`config.mk`:
```
export PLATFORM = sky130hd
export DESIGN_NAME = behavioral_input_pad_filter
export DESIGN_NICKNAME = d
export VERILOG_FILES = /design/src/rtl/behavioral_input_pad_filter.sv
export SDC_FILE = /design/constraint.sdc
export NUM_CORES = 1
export LEC_CHECK = 0
export CAP_MARGIN = 10
export CORE_AREA = 4 4 41 43
export DETAILED_ROUTE_END_ITERATION = 8
export DIE_AREA = 0 0 45 47
export PLACE_DENSITY = 0.6
export SETUP_SLACK_MARGIN = 0.4
export SYNTH_ARGS = -nofsm -noshare
export SYNTH_HDL_FRONTEND = slang
export SYNTH_SLANG_ARGS = --single-unit
```
`constraint.sdc`:
```
create_clock -name HCLK -period 1.8 [get_ports HCLK]
set_clock_uncertainty 0.05 [all_clocks]
set_input_delay 0.36 -clock HCLK [delete_from_list [all_inputs] [get_ports HCLK]]
set_output_delay 0.36 -clock HCLK [all_outputs]
set_load 0.005 [all_outputs]
```
`src/rtl/behavioral_input_pad_filter.sv`:
```
// Input pad filter: synchroniser, debounce FSM and edge pulses in the HCLK domain.
// Optional rejected-glitch counter enabled by defining INPUT_PAD_GLITCH_CNT_EN.
module behavioral_input_pad_filter #(
    parameter int   SYNC_STAGES     = 2,
    parameter int   DEBOUNCE_CYCLES = 16,
    parameter logic RESET_VAL       = 1'b0
) (
    input  logic       HCLK,
    input  logic       HRESETn,
    input  logic       PIN,
    input  logic       EN,
`ifdef INPUT_PAD_GLITCH_CNT_EN
    input  logic       GLITCH_CLR,
    output logic [7:0] GLITCH_CNT,
`endif
    output logic       POUT,
    output logic       RISE,
    output logic       FALL
);

    localparam int CW = (DEBOUNCE_CYCLES > 1) ? $clog2(DEBOUNCE_CYCLES) : 1;
    localparam logic [CW-1:0] CNT_LAST = CW'(DEBOUNCE_CYCLES - 1);

    typedef enum logic {
        ST_STABLE = 1'b0,
        ST_CHECK  = 1'b1
    } state_t;

    logic [SYNC_STAGES-1:0] sync_q;
    logic                   s;
    state_t                 state_q;
    logic [CW-1:0]          cnt_q;
    logic                   pout_q;
    logic                   rise_q;
    logic                   fall_q;

    always_ff @(posedge HCLK or negedge HRESETn) begin
        if (!HRESETn) begin
            sync_q <= {SYNC_STAGES{RESET_VAL}};
        end else begin
            sync_q <= {sync_q[SYNC_STAGES-2:0], PIN};
        end
    end

    assign s = sync_q[SYNC_STAGES-1];

    always_ff @(posedge HCLK or negedge HRESETn) begin
        if (!HRESETn) begin
            state_q <= ST_STABLE;
            cnt_q   <= '0;
            pout_q  <= RESET_VAL;
            rise_q  <= 1'b0;
            fall_q  <= 1'b0;
        end else begin
            rise_q <= 1'b0;
            fall_q <= 1'b0;
            if (!EN) begin
                // Disabling abandons any pending change without counting it.
                state_q <= ST_STABLE;
                cnt_q   <= '0;
            end else begin
                unique case (state_q)
                    ST_STABLE: begin
                        if (s != pout_q) begin
                            state_q <= ST_CHECK;
                            cnt_q   <= '0;
                        end
                    end
                    ST_CHECK: begin
                        if (s == pout_q) begin
                            state_q <= ST_STABLE;
                        end else if (cnt_q == CNT_LAST) begin
                            pout_q  <= s;
                            rise_q  <= s;
                            fall_q  <= ~s;
                            state_q <= ST_STABLE;
                        end else begin
                            cnt_q <= cnt_q + 1'b1;
                        end
                    end
                    default: state_q <= ST_STABLE;
                endcase
            end
        end
    end

    assign POUT = pout_q;
    assign RISE = rise_q;
    assign FALL = fall_q;

`ifdef INPUT_PAD_GLITCH_CNT_EN
    logic       glitch_rej;
    logic [7:0] gcnt_q;
    logic [7:0] gcnt_d;

    assign glitch_rej = EN && (state_q == ST_CHECK) && (s == pout_q);

    always_comb begin
        gcnt_d = gcnt_q;
        if (GLITCH_CLR) begin
            gcnt_d = 8'd0;
        end else if (glitch_rej && (gcnt_q != 8'hFF)) begin
            gcnt_d = gcnt_q + 8'd1;
        end
    end

    always_ff @(posedge HCLK or negedge HRESETn) begin
        if (!HRESETn) begin
            gcnt_q <= 8'd0;
        end else begin
            gcnt_q <= gcnt_d;
        end
    end

    assign GLITCH_CNT = gcnt_q;
`endif

endmodule
```
# [Word level (Yosys, flattened, before mapping)]
# Cells that the tools add are included.
[classes] add_sub_neg=1 n_eq_ne=6 muxes=18 bitwise_logic=3 n_reduce_logical=2
[op_table] cell="4-bit 2-to-1 mux" n=4
[op_table] cell="1-bit 2-to-1 mux" n=12
[op_table] cell="3-bit inequality test (second input constant)" n=3
[op_table] cell="4-bit case mux with 2 select lines" n=1
[op_table] cell="4-bit by 1-bit adder with 4-bit output (second input constant)" n=1
[op_table] cell="4-bit == test (second input constant)" n=1
[op_table] cell="4-bit AND reduction" n=1
[op_table] cell="1-bit inverter" n=3
[op_table] cell="3-bit AND reduction" n=1
[op_table] cell="1-bit case mux with 2 select lines" n=1
[op_table] cell="1-bit == test" n=1
[op_table] cell="1-bit inequality test" n=1
[totals] regBits=10 inputBits=4 elab_cells=36

# [Longest topological paths before layout]
[depth] depth_word=5 ltp_mapped=4 ltp_nobuf=4

# [Least setup slack after synthesis]
# OpenSTA, ideal clock, no wires.
[synth_timing] path_kind="reg-to-reg" startpoint="register cnt_q[0]" endpoint="register pout_q (netlist: POUT)" setup_time_ns=0.125 arrival_time_ns=1.213 setup_slack_ns=0.412 path_stages_with_launch=5 path_buffers=0 period_less_slack_ns=1.388 path_cell_list="dfrtp_1 ha_1 and4_1 nand2_1 mux2_2"
[synth_between] elab_chain_cells=2
[synth_lines] item="start, declared" line="32" text="logic [CW-1:0] cnt_q;"
[synth_lines] item="start signal, assigned" line="78" text="cnt_q <= cnt_q + 1'b1;"
[synth_lines] item="4-bit == test" line="72" text="end else if (cnt_q == CNT_LAST) begin"
[synth_lines] item="4-bit AND reduction (no source line)"
[synth_lines] item="end signal, assigned" line="73" text="pout_q <= s;"
[synth_lines] item="end, declared" line="33" text="logic pout_q;"
# Every way passes these cells.
# A chain may end at the register's enable or synchronous reset.

# [Final worst setup path]
[layout_timing] startpoint="register cnt_q[1]" endpoint="register cnt_q[3]"
[layout_between] elab_chain_cells=5
[layout_lines] item="4-bit by 1-bit adder with 4-bit output" line="78"
[layout_lines] item="4-bit 2-to-1 mux" line="72"
[layout_lines] item="4-bit 2-to-1 mux" line="70" text="if (s == pout_q) begin"
[layout_lines] item="4-bit case mux with 2 select lines" line="62" text="unique case (state_q)"
[layout_lines] item="4-bit 2-to-1 mux" line="57" text="if (!EN) begin"
# Parallel ways exist; a longest one is shown, timed or not. The select of a mux whose other input is x is not followed.

==> impl_metrics.py <==
metrics = {
    "outcome": {
        "outcome": "completed",
    },
    "sta": {
        "slew_headroom": 0.715,
        "max_freq_ghz": 0.708,
        "tns_ps": 0,
        "worstMarginPinSlew_ps": 426,
        "fin_crit_ps": 1410,
        "hold_viol_final": 0,
        "rsz0062_at_grt": "yes",
        "fin_ws_ps": 388,
        "fin_crit_sh": 0.785,
        "maxSlewViolCount": 0,
        "setup_violations": 0,
    },
    "critical_path": {
        "reg2reg_depth": 4,
        "path_max_fanout": 2,
        "regToRegEndpoint": "cnt_q[3]",
        "worstSetupStartpointType": "flop",
        "crit_type": "flop to flop",
        "required_ps": 1930,
        "regToRegStartpoint": "cnt_q[1]",
        "reg2reg_slack_ps": 390,
        "cp-end-kind": "flop",
        "arrival_ps": 1550,
    },
    "routing": {
        "drc": 0,
        "wl_um": 900,
        "routed_via_density": 5.37,
        "wl_per_cell_um": 13.8,
        "dr.first_iter.drc_count": 8,
        "num_vias": 349,
        "final_antenna_net_count": 0,
        "drtPass1Iterations": 2,
    },
    "cts": {
        "ctsHoldBuffers": 0,
        "cts.path.max_buffers": 2,
        "cts_buffers": 3,
        "tritoncts": "yes",
        "root_buffer": "clkbuf_4",
        "h-tree-depth": 1,
        "cts_sinks": 10,
        "cts.reportedPaths.clkPinSlew_ps": 60,
        "clock_latency_ps": 260,
    },
    "floorplan": {
        "initial_core_util": 0.324,
        "row_count": 13,
        "ioPinCount": 7,
        "die-area_um2": 2120,
        "die_h_um": 47,
        "dieWidth_um": 45,
        "core_um2": 1300,
    },
    "synthesis": {
        "async_reset_ff_frac": 1.00,
        "yosysWarnings": 0,
        "synth-seq-cells": 10,
        "synth_common_cells": "dfrtp_1 (10), o21ai_0 (4), a21oi_1 (3)",
        "netlist_instances": 36,
        "synth_edf_count": 0,
        "yosysSeqAreaShare": 0.593,
        "synth.top_cell.area_share": 0.593,
        "synthesis.nets": 41,
        "synth_top_cell_by_area": "dfrtp_1",
        "yosysUniqueCellTypes": 18,
        "synthTopCellsByArea": "dfrtp_1 (59%), o21ai_0 (4.7%), a21oi_1 (3.6%)",
        "yosysMostFrequentCell": "dfrtp_1",
        "syn-cell-area_um2": 422,
        "synthFlopType": "dfrtp_1",
        "syn_area_per_cell_um2": 11.7,
    },
    "global_routing": {
        "grt_usage": 0.0977,
        "grt_first_pass_wirelength_mm": 1.46,
        "grt_pass1_vias": 371,
        "grt_max_degree": 11,
        "antenna_found_initial": 0,
        "overflow": 0,
    },
    "layout": {
        "antenna_cells": 0,
        "utilization": 0.476,
        "drive_above_1_share": 0.360,
        "fin_cells": 65,
        "fin_nets": 57,
        "area_growth_pct": 46.9,
    },
    "placement": {
        "place_congestion": 0.728,
        "dpl_worst_slack_ps": 319,
        "io_buffers": 6,
        "numPlacedInstances": 57,
    },
    "hold_path": {
        "worstHoldPathCells": 0,
        "hold_path_end": "sync_q[1]",
        "min_from": "sync_q[0]",
        "min_path_type": "flop to flop",
    },
    "power": {
        "irDropWorstVdd_v": 0.000319,
        "power_density_nw_per_um2": 662,
        "power.total_mw": 0.410,
        "leakage_nw": 0.262,
    },
    "job": {
        "drv_cap": 0,
    },
}
[layout make-up]
cell class                      instances  area (µm²)
Clock buffer                            3        22.5
Fill cell                             126         682
Inverter                                1        3.75
Multi-Input combinational cell         25         221
Sequential cell                        10         251
Tap cell                               15        18.8
Timing Repair Buffer                   11         101
[registers in the layout, summed over array words and instances, names as in the netlist]
register / count
sync_q: 2
RISE: 1
FALL: 1
state_q: 1
POUT: 1
cnt_q: 4
[routing by layer]
layer  track usage  share of wire  vias up
li1              -              -      164
met1        0.0993           0.39      176
met2         0.175           0.56        7
met3        0.0115          0.030        2
met4        0.0877          0.024        0
met5             0              0        -
[kinds of logic after synthesis]
family	Yosys count	share of synthesized area
and+or+nand+nor	12	0.184
DFF	10	0.593
AOI/OAI and AO/OA	9	0.116
xor gates and xnor gates	2	0.0416
buffers and inverters	1	0.00889
muxes	1	0.0267
adders and majority gates	1	0.0297
[cell usage in the layout (no fill, tap or decap)]
master           Yosys  layout
buf_4                0       3
nor3_1               1       1
a31oi_4              0       1
nand3_1              2       1
dlygate4sd2_1        0       3
or4b_4               0       1
clkdlybuf4s50_1      0       3
xnor2_2              0       1
a211oi_1             1       1
nand3_4              0       1
nand2_2              0       1
o21ai_0              4       3
nand2_1              2       1
o21ai_1              0       1
mux2_2               1       1
buf_6                0       2
dfrtp_2              0       1
nor3b_1              2       2
ha_2                 0       1
dfrtp_1             10       9
xor2_2               0       1
and4_4               0       1
nand4b_1             1       1
nand4_1              2       2
clkbuf_4             0       3
inv_1                1       1
a21oi_1              3       3
[worst max-delay path by stage]
stage | to | depth (start not counted) | from
6_report | cnt_q[3] | 4 | cnt_q[1]
5_1_grt | cnt_q[2] | 4 | POUT
4_1_cts | cnt_q[3] | 3 | POUT
3_5_place_dp | POUT | 4 | cnt_q[0]
3_3_place_gp | cnt_q[3] | 3 | POUT
2_1_floorplan | POUT | 4 | cnt_q[0]
[critical path, stage by stage (launching register included)]
cell and delay [ps]:
dfrtp_1 380, buf_6 120, nand3_4 70, or4b_4 530, a31oi_4 180
[power breakdown]
group	internal, mW	leakage [nW]	switching, mW
logic	0.0153	0.116	0.0150
registers	0.229	0.132	0.00439
clock network	0.0769	0.0138	0.0691
total	0.321	0.262	0.0885
[stage by stage]
step | hold slack (ps) | instance area [µm²]
after floorplan | 14.4 | 422
after global placement | 296 | 500
after detailed placement | 289 | 500
after CTS | 312 | 572
after global routing | 320 | 619
final | 310 | 619
[repair_timing]
action                                  in CTS  in global routing
pin swaps                                    2                  3
resized for setup                            8                 10
buffers inserted                             5                  0
endpoints found under the setup margin       5                  6
(Power assumes the default switching activity.)
==> RTL change, RTL diff (same flow settings) <==
Set the parameter `DEBOUNCE_CYCLES` to 8 (it was 16).
--- a/src/rtl/behavioral_input_pad_filter.sv
+++ b/src/rtl/behavioral_input_pad_filter.sv
@@ -4,3 +4,3 @@
     parameter int   SYNC_STAGES     = 2,
-    parameter int   DEBOUNCE_CYCLES = 16,
+    parameter int   DEBOUNCE_CYCLES = 8,
     parameter logic RESET_VAL       = 1'b0
Formal check against the unedited RTL: no difference found for any inputs over 10 cycles, from zero or initial values and one cycle with HRESETn low; that may be too few to reach the edited logic, so the function may still have changed.
==> RTL change against the unedited design <==
  * Area after synthesis fell by 7.7%
  * Critical path depth did not move
  * Sequential power fell by 9.8%
  * Sequential cell count fell by 1
  * Total power fell by 6.3%
  * Hold slack got worse by 0.0071 ns
  * Worst setup slack improved by 0.072 ns
  * Wire length fell by 26%
  * Fmax rose by 5.4%
  * Highest routed layer unchanged
  * Count of clock-buffer cells in the layout rose by 1
  * Cell area fell by 17%
==> RTL change: results (changes against the unedited design) <==
outcome=finished, final reports clean (unchanged); vias in the first global route=293 (was 371); slew at the pin with the worst max-slew slack=0.3926 ns (was 0.4260 ns); Worst VDD drop=0.0003485 V (was 0.0003194 V); number of buffers created by CTS=3 (unchanged); Final Net Count=51 (was 57); most instantiated cells after synthesis=sky130_fd_sc_hd__dfrtp_1, sky130_fd_sc_hd__nand2_1, sky130_fd_sc_hd__ha_1, sky130_fd_sc_hd__mux2i_1, sky130_fd_sc_hd__nand3_1 (was sky130_fd_sc_hd__dfrtp_1, sky130_fd_sc_hd__o21ai_0, sky130_fd_sc_hd__a21oi_1); share of final-layout standard cells stronger than drive strength 1=0.2558 (was 0.3600); cell family with the largest share of critical-path delay=flip-flops (was simple AND/OR/NAND/NOR gates); post-layout instance count excluding filler cells=58 (was 65); Worst EP arrival=1.43 ns (was 1.55 ns); syn_nets=38 (was 41); first-pass GRT wire length=1173 um (was 1462 um); number of cell instances on the worst register-to-register path=4 (unchanged); worst slack at placement=0.3714 ns (was 0.3195 ns); portion of the post-synthesis area used by sequential elements=0.5788 (was 0.5935); GRT Overall Usage=0.08546 (was 0.09768); DRC violation total after the first TritonRoute iteration=2 (was 8); number of antenna violations at the first check in global routing=0 (unchanged); slowest library cell on the worst path=sky130_fd_sc_hd__dfrtp_1 (was sky130_fd_sc_hd__or4b_4); largest cells by area after synthesis=sky130_fd_sc_hd__dfrtp_1, sky130_fd_sc_hd__ha_1, sky130_fd_sc_hd__mux2i_1 (was sky130_fd_sc_hd__dfrtp_1, sky130_fd_sc_hd__o21ai_0, sky130_fd_sc_hd__a21oi_1); Yosys cell types=14 (was 18); placer's final routability congestion estimate=0.6885 (was 0.7284); class of the most critical hold timing path=register to register (unchanged); Post-Syn Area per Cell=12.55 sq um (was 11.71 sq um); routed via count=264 (was 349); Leakage=0.0002654 uW (was 0.0002620 uW); dpl cell area=467.9 sq um (was 500.5 sq um); stage delay of the slowest cell on the critical path=0.39 ns (was 0.53 ns); count of H-tree levels built during CTS=1 (unchanged); registers with the most flip-flops=cnt_q: 3 flops, sync_q: 2 flops (was cnt_q: 4 flops, sync_q: 2 flops); number of cells after detailed placement=52 (was 57); largest net degree at the start of global routing=10 (was 11)
==> RTL change: layer usage <==
| metal | share of wire | up-vias | track usage |
|---|---|---|---|
| met5 | 0 | - | 0 |
| met3 | 0.057 | 4 | 0.03448 |
| met4 | 0.038 | 0 | 0.08772 |
| met1 | 0.40 | 123 | 0.07512 |
| li1 | - | 131 | - |
| met2 | 0.51 | 6 | 0.1441 |
==> RTL change: layout make-up <==
cell class / instances / area [sq um]
clock buffers: 4 / 26.28
well taps: 15 / 18.77
fillers: 138 / 788.3
repair buffers: 9 / 78.83
flip-flops and latches: 9 / 225.2
multi-input cells: 21 / 163.9
==> RTL change: path summary, 6_finish.rpt <==
path	startpoint	end	slack (ns)
setup reg to reg	cnt_q[0]	POUT	0.46
max in group asynchronous	HRESETn	FALL	1.08
hold reg to reg	sync_q[0]	sync_q[1]	0.30
hold / removal	sync_q[0]	sync_q[1]	0.30
min in group asynchronous	HRESETn	cnt_q[0]	0.34
setup / recovery	cnt_q[0]	POUT	0.46
==> RTL change: kinds of logic after synthesis <==
family	after synthesis	share of synthesized area
adders and majority gates	3	0.09647
DFF	9	0.5788
buffers and inverters	1	0.01930
muxes	4	0.1061
and+or+nand+nor	13	0.1769
xor gates and xnor gates	1	0.02251
==> RTL change: repair_timing <==
action	CTS	global route
hold endpoints to repair	0	0
endpoints found under the setup margin	4	1
pin swaps	0	0
gates resized for setup	4	1
setup buffers	2	0
==> RTL change: power breakdown <==
group          switching (uW)  internal, uW  total, uW
sequential               4.35           207        211
clock                    64.1          85.0        149
combinational            11.1          12.8       23.8
==> RTL change: stage by stage <==
stage,total power [uW],utilization
CTS,392.7,0.3904
floorplan,224.1,-
detailed placement,237.1,0.3596
global route,408.1,0.3942
finish,384.1,0.3942
global placement,236.0,0.3596
